### src/rtl/pipe_pkg.sv
// Shared types for the pipeline hazard unit: forward selects, memory-wait
// FSM states and the statistics counter width.
package pipe_pkg;

    localparam int STAT_W = 16;

    typedef enum logic [1:0] {
        FWD_RF = 2'b00,
        FWD_W  = 2'b01,
        FWD_M  = 2'b10
    } fwd_sel_t;

    typedef enum logic {
        IDLE = 1'b0,
        WAIT = 1'b1
    } mem_state_t;

endpackage

### src/rtl/pipe_hazard_unit_sat_counter.sv
// Saturating up-counter with enable and asynchronous active-low clear.
module sat_counter #(
    parameter int WIDTH = 16
) (
    input  logic             clk,
    input  logic             clearN,
    input  logic             en,
    output logic [WIDTH-1:0] count
);

    localparam logic [WIDTH-1:0] ONE = WIDTH'(1);

    always_ff @(posedge clk or negedge clearN) begin
        if (!clearN) begin
            count <= '0;
        end else if (en && (count != '1)) begin
            count <= count + ONE;
        end
    end

endmodule

### src/rtl/pipe_hazard_unit.sv
// Five-stage pipeline hazard unit: operand forwarding, load-use / branch stalls,
// multi-cycle memory wait and redirect flushes. Define HAZARD_STATS_EN for counters.
module pipe_hazard_unit
    import pipe_pkg::*;
#(
    parameter int REG_AW  = 5,
    parameter int MEM_LAT = 1
) (
    input  logic              clk,
    input  logic              reset,
    input  logic [REG_AW-1:0] rs1D,
    input  logic [REG_AW-1:0] rs2D,
    input  logic [REG_AW-1:0] rs1E,
    input  logic [REG_AW-1:0] rs2E,
    input  logic [REG_AW-1:0] writeregE,
    input  logic [REG_AW-1:0] writeregM,
    input  logic [REG_AW-1:0] writeregW,
    input  logic              regwriteE,
    input  logic              regwriteM,
    input  logic              regwriteW,
    input  logic              memtoregE,
    input  logic              memtoregM,
    input  logic              branchD,
    input  logic              jumpD,
    input  logic              pcsrcD,
    input  logic              memreqM,
    output logic [1:0]        forwardAE,
    output logic [1:0]        forwardBE,
    output logic              forwardAD,
    output logic              forwardBD,
    output logic              stallF,
    output logic              stallD,
    output logic              stallE,
    output logic              stallM,
    output logic              flushD,
    output logic              flushE,
    output logic              flushW,
    output logic [STAT_W-1:0] stall_cnt,
    output logic [STAT_W-1:0] flush_cnt
);

    localparam bit         MULTI_CYCLE = (MEM_LAT > 1);
    localparam logic [2:0] CNT_LAST    = 3'(MEM_LAT - 1);

    fwd_sel_t   fwdA;
    fwd_sel_t   fwdB;
    logic       rs1DNz;
    logic       rs2DNz;
    logic       lwStall;
    logic       brStall;
    logic       hazStall;
    logic       memStall;
    mem_state_t state;
    logic [2:0] cnt;

    // E-stage operand forwarding; the younger M-stage result takes priority.
    always_comb begin
        // NOTE: every output gets a default first so no path can infer a latch.
        fwdA = FWD_RF;
        fwdB = FWD_RF;
        if ((rs1E != '0) && regwriteM && (writeregM == rs1E)) begin
            fwdA = FWD_M;
        end else if ((rs1E != '0) && regwriteW && (writeregW == rs1E)) begin
            fwdA = FWD_W;
        end
        if ((rs2E != '0) && regwriteM && (writeregM == rs2E)) begin
            fwdB = FWD_M;
        end else if ((rs2E != '0) && regwriteW && (writeregW == rs2E)) begin
            fwdB = FWD_W;
        end
    end

    assign forwardAE = fwdA;
    assign forwardBE = fwdB;

    assign rs1DNz    = (rs1D != '0);
    assign rs2DNz    = (rs2D != '0);
    assign forwardAD = rs1DNz && regwriteM && (writeregM == rs1D);
    assign forwardBD = rs2DNz && regwriteM && (writeregM == rs2D);

    assign lwStall = memtoregE && (writeregE != '0)
                   && ((writeregE == rs1D) || (writeregE == rs2D));

    // Branch compare in D needs operands an E-stage ALU op or M-stage load has not produced yet.
    assign brStall = branchD
                   && ((regwriteE && ((rs1DNz && (writeregE == rs1D)) ||
                                      (rs2DNz && (writeregE == rs2D))))
                    || (memtoregM && ((rs1DNz && (writeregM == rs1D)) ||
                                      (rs2DNz && (writeregM == rs2D)))));

    assign hazStall = lwStall | brStall;

    always_comb begin
        memStall = 1'b0;
        unique case (state)
            IDLE:    memStall = MULTI_CYCLE && memreqM;
            WAIT:    memStall = (cnt < CNT_LAST);
            default: memStall = 1'b0;
        endcase
    end

    // Memory-wait FSM: an access holds M for MEM_LAT-1 stall cycles, then releases.
    always_ff @(posedge clk or negedge reset) begin
        if (!reset) begin
            state <= IDLE;
            cnt   <= '0;
        end else begin
            // NOTE: non-blocking so state and cnt both update from pre-edge values.
            unique case (state)
                IDLE: begin
                    if (MULTI_CYCLE && memreqM) begin
                        state <= WAIT;
                        cnt   <= 3'd1;
                    end
                end
                WAIT: begin
                    if (cnt < CNT_LAST) begin
                        cnt <= cnt + 3'd1;
                    end else begin
                        state <= IDLE;
                        cnt   <= '0;
                    end
                end
                default: begin
                    state <= IDLE;
                    cnt   <= '0;
                end
            endcase
        end
    end

    assign stallF = memStall | hazStall;
    assign stallD = memStall | hazStall;
    assign stallE = memStall;
    assign stallM = memStall;
    assign flushW = memStall;
    assign flushE = ~memStall & hazStall;
    // A redirect during any stall is held off until D is free to advance.
    assign flushD = (pcsrcD | jumpD) & ~stallD;

`ifdef HAZARD_STATS_EN
    sat_counter #(.WIDTH(STAT_W)) uStallCnt (
        .clk    (clk),
        .clearN (reset),
        .en     (stallF),
        .count  (stall_cnt)
    );

    sat_counter #(.WIDTH(STAT_W)) uFlushCnt (
        .clk    (clk),
        .clearN (reset),
        .en     (flushD | flushE),
        .count  (flush_cnt)
    );
`else
    assign stall_cnt = '0;
    assign flush_cnt = '0;
`endif

endmodule
### config.mk
export PLATFORM = sky130hd
export DESIGN_NAME = pipe_hazard_unit
export DESIGN_NICKNAME = d
export VERILOG_FILES = /design/src/rtl/pipe_pkg.sv /design/src/rtl/pipe_hazard_unit_sat_counter.sv /design/src/rtl/pipe_hazard_unit.sv
export SDC_FILE = /design/constraint.sdc
export NUM_CORES = 1
export LEC_CHECK = 0
export CAP_MARGIN = 10
export CORE_MARGIN = 5
export CORE_UTILIZATION = 29
export DETAILED_ROUTE_END_ITERATION = 12
export GPL_TIMING_DRIVEN = 0
export PLACE_DENSITY = 0.89
export SLEW_MARGIN = 20
export SYNTH_ARGS = -nofsm -noshare
export SYNTH_HDL_FRONTEND = slang
export SYNTH_SLANG_ARGS = --single-unit
### constraint.sdc
create_clock -name clk -period 2.7 [get_ports clk]
set_input_delay 0.54 -clock clk [delete_from_list [all_inputs] [get_ports clk]]
set_output_delay 0.54 -clock clk [all_outputs]
set_load 0.01 [all_outputs]
==> results.cfg, run 1 <==
[sta]
finalSetupViolCount = 0
slew_violations = 0
max_freq_mhz = 385
finalHoldViolCount = 0
fin_crit_ns = 2.60
rsz0062_at_grt = false
finalCritPeriodShare_pct = 96.2
tns_ns = 0

[detailed_routing]
drcViolationCount = 0
wirelength_um = 2670
wl_per_cell_um = 11.3
ant_nets = 0
vias_per_cell = 3.96
first_iter_violations = 7
dr.pass1.iters = 4
num_vias = 939

[final_layout]
fillCellCount = 294
final_common_cell = buf_4
clkbuf_count = 0
num_antenna_cells = 0
stdcell_count = 237
drive_above_1_share_pct = 27.5
final_nets = 252
multi_input_area_um2 = 751
seq_area_um2 = 0
most-common-layout-cells = 39 x buf_4, 35 x conb_1, 25 x xnor2_1, 24 x dlygate4sd2_1, 17 x clkdlybuf4s50_1
seq_cell_count = 0
syn_to_final_growth_pct = 77.7

[hold_path]
hold_path.class = input port to output port
holdCritStartpoint = rs2E[2]
hold_end = forwardBE[0]
whs_path_depth = 5

[die]
die_h_um = 65.1
core-area_um2 = 2980
floorplan.rows = 20
ios = 91
die_w_um = 65.1
start_util_pct = 29.6
dieArea_um2 = 4240

[synth]
yosysWarnings = 0
synth_top_area_share_pct = 31.5
synth_top_cell_by_area = buf_4
ys_types = 22
seq_area_frac_synth_pct = 0
synth_area_leaders = buf_4 32%, xnor2_1 25%, xor2_1 15%
synth_area_um2 = 881
synth.avg_cell_area_um2 = 7.59
synthCells = 116

[worst_setup_path]
critical_path_arrival_ns = 2.06
crit_path_start_kind = input port
crit_type = input port to output port
worst_ep_required_time_ns = 2.16
end_kind = output port
cp_max_fo = 3

[global_routing]
grt_antenna_before_repair = 0
gr-total-overflow = 0
grtUsageTotal_pct = 11.2
grt_pass1_vias = 938
grt_max_degree = 5
grt_pass1_wl_um = 3970

[power]
leakagePower_nw = 0.798
vdd_drop_max_uv = 55.9
power_density_nw_per_um2 = 143
finalPower_w = 0.000224

[placement]
gp_congestion = 0.857
hpwl_um = 2450
place_inst = 236
io_buffers = 53

[run]
max-cap-violations = 0

[clock_tree]
ctsHoldBuffers = 0

[status]
outcome = completed
## worst max-delay path: stages
cell,delay (ns)
dlygate4sd2_1,0.29
or4_4,0.55
nor2_2,0.15
nor4_1,0.09
nor4_1,0.25
buf_2,0.18
## routing by layer
metal | share of wire, % | global-route usage [%] | vias up
met5 | 0 | 0 | -
met4 | 0 | 0 | 0
met3 | 7.7 | 1.37 | 0
met2 | 56 | 24.1 | 36
met1 | 36 | 12.1 | 402
li1 | - | - | 501
## synth_stat cells
cell type	n
nor2_1	3
nor4_1	4
nand2_1	4
and2_1	1
buf_4	37
nor3_1	4
xor2_1	15
and4_2	1
nand4_1	4
o211ai_2	1
nand3_1	5
or4_4	1
conb_1	1
a21o_1	1
o32a_1	1
xnor2_1	25
or4_1	3
o2111a_1	1
o21ai_0	1
and2_2	1
nor4_2	1
nor2_4	1
## power breakdown
group / internal [W] / switching [W]
combinational: 0.000126 / 0.0000985
sequential: 0 / 0
clock: 0 / 0
total: 0.000126 / 0.0000985
## metrics by stage
step | utilization (%) | cell area, µm² | worst slack (ns) | hold WS, ns
6_report | 52.6 | 1570 | 0.104 | 1.58
5_1_grt | 52.6 | 1570 | 0.0212 | 1.64
4_1_cts | 52.2 | 1560 | 0.00121 | 1.67
3_5_place_dp | 53.1 | 1580 | -0.563 | 2.10
3_3_place_gp | 53.1 | 1580 | -0.526 | 2.09
2_1_floorplan | - | 1010 | 0.437 | 1.18
## worst max path at each step
stage | from | endpoint | slack, ns | cells after the start
after floorplan | rs1E[1] | forwardAE[0] | 0.44 | 4
after global routing | rs2D[4] | stallD | 0.02 | 8
final | rs1E[1] | forwardAE[0] | 0.10 | 6
after detailed placement | rs2D[1] | stallD | -0.56 | 8
after global placement | rs2D[1] | stallD | -0.53 | 8
after CTS | rs2E[2] | forwardBE[0] | 0.001 | 6
## area by class of cell
type                       count  share of cell area (%)
multi-input combinational    113                    48.0
tap                           33                    2.64
timing repair buffer          54                    31.7
buffer                        37                    17.7
## logic make-up after synthesis
family | after synthesis | share of synthesized area [%]
buffers and inverters | 37 | 31.5
xor gates and xnor gates | 40 | 39.8
other | 1 | 0.426
and+or+nand+nor | 33 | 23.0
AOI/OAI and AO/OA | 5 | 5.26
## repair_timing
item | 4_1_cts | 5_1_grt
pin swaps | 11 | 5
resized for setup | 55 | 7
setup endpoints to repair | 10 | 7
setup buffers | 1 | 0
Note: power is estimated with default switching activity, not from simulation.
==> run 2, diff against run 1 <==
- clock period: 2.7 -> 2.5 ns (I/O delays scaled with it)
==> run 2 against run 1 <==
Die area unchanged. Highest routed layer is now met4. Cell count grew 0.42%. Largest cell class is now multi-input combinational cells. Global-route usage increased by 0.25 points. Design area barely moved.
==> results.cfg, run 2 (same netlist as run 1, synthesis figures left out) <==
[die]
floorplan.rows = 20
die_h_um = 65.1
core-area_um2 = 2980
start_util_pct = 29.6
ios = 91
die_w_um = 65.1
dieArea_um2 = 4240

[detailed_routing]
vias_per_cell = 4.05
num_vias = 963
drcViolationCount = 0
wl_per_cell_um = 11.7
first_iter_violations = 11
ant_nets = 0
wirelength_um = 2780
dr.pass1.iters = 4

[global_routing]
grt_pass1_wl_um = 4040
grtUsageTotal_pct = 11.5
grt_pass1_vias = 967
gr-total-overflow = 0
grt_max_degree = 5
grt_antenna_before_repair = 0

[final_layout]
postLayoutCoreUtil_pct = 52.6
final_common_cell = buf_4
drive_above_1_share_pct = 31.7
most-common-layout-cells = 39 x buf_4, 35 x conb_1, 25 x xnor2_1, 24 x dlygate4sd2_1
final_nets = 253
syn_to_final_growth_pct = 77.8
clkbuf_count = 0
num_antenna_cells = 0
seq_cell_count = 0
seq_area_um2 = 0
fillCellCount = 287

[power]
leakagePower_nw = 0.775
finalPower_w = 0.000245
power_density_nw_per_um2 = 157
vdd_drop_max_uv = 61.1

[sta]
finalHoldViolCount = 0
finalCritPeriodShare_pct = 98.7
max_freq_mhz = 405
fin_crit_ns = 2.47
setup_slack_ns = 0.0330
slew_violations = 0
finalSetupViolCount = 0

[placement]
gp_congestion = 0.857
pre_cts_ws_ns = -0.683
hpwl_um = 2450
io_buffers = 53

[worst_setup_path]
cp_max_fo = 4
crit_type = input port to output port
crit_path_start_kind = input port
end_kind = output port
worst_ep_required_time_ns = 2.00
critical_path_arrival_ns = 1.97

[hold_path]
whs_path_depth = 5
hold_path.class = input port to output port
holdCritStartpoint = rs2E[3]
hold_end = forwardBE[0]

[run]
max-cap-violations = 0

[status]
outcome = completed

[clock_tree]
ctsHoldBuffers = 0
-- run 2: changes by cell type in the layout (fill, tap and decap cells not counted), sizes merged --
cell	before	now
clkbuf	1	2
dlymetal6s2s	3	0
buf	42	47
clkdlybuf4s50	17	15
-- run 2: where the power goes --
group,switching (W),leakage [nW],internal [W]
sequential,0,0,0
clock,0,0,0
combinational,0.000112,0.775,0.000133
-- run 2: through the flow --
stage,hold slack [ns],instance area (µm²),std cells,TNS (ns)
floorplan,1.10,1010,150,0
global placement,2.01,1580,236,-4.95
detailed placement,2.02,1580,236,-5.12
CTS,1.59,1530,238,0
global route,1.47,1570,238,-0.190
finish,1.44,1570,238,0
-- run 2: final cells by class --
| type | count | area [µm²] | area share, % |
|---|---|---|---|
| well taps | 33 | 41.3 | 2.64 |
| multi-input cells | 113 | 781 | 49.8 |
| repair buffers | 55 | 467 | 29.8 |
| plain buffers | 37 | 278 | 17.7 |
-- run 2: per-layer routing --
| layer | routed length, µm | global-route usage, % |
|---|---|---|
| met2 | 1540 | 24.4 |
| met3 | 221 | 1.54 |
| met4 | 27 | 1.55 |
| met5 | 0 | 0 |
| met1 | 1000 | 11.9 |
-- run 2: worst max path at each step --
stage,endpoint,cells after the start,from
after floorplan,forwardAE[0],4,rs1E[1]
after global placement,stallD,8,rs2D[1]
after detailed placement,stallD,8,rs2D[1]
after CTS,flushE,7,rs2D[4]
after global routing,stallD,8,writeregM[3]
final,stallD,8,writeregM[3]
-- run 2: critical path: stages --
cell,delay (ns)
dlygate4sd2_1,0.32
xor2_1,0.22
nor3_1,0.09
and4_2,0.24
o211ai_2,0.20
nand3_2,0.12
buf_4,0.15
buf_2,0.13
-- run 2: what timing repair did --
item                                    CTS  global route
cloned                                    0             0
pin swaps                                13            11
buffers inserted                          2             0
endpoints found under the setup margin   10             5
gates resized for setup                  70            15
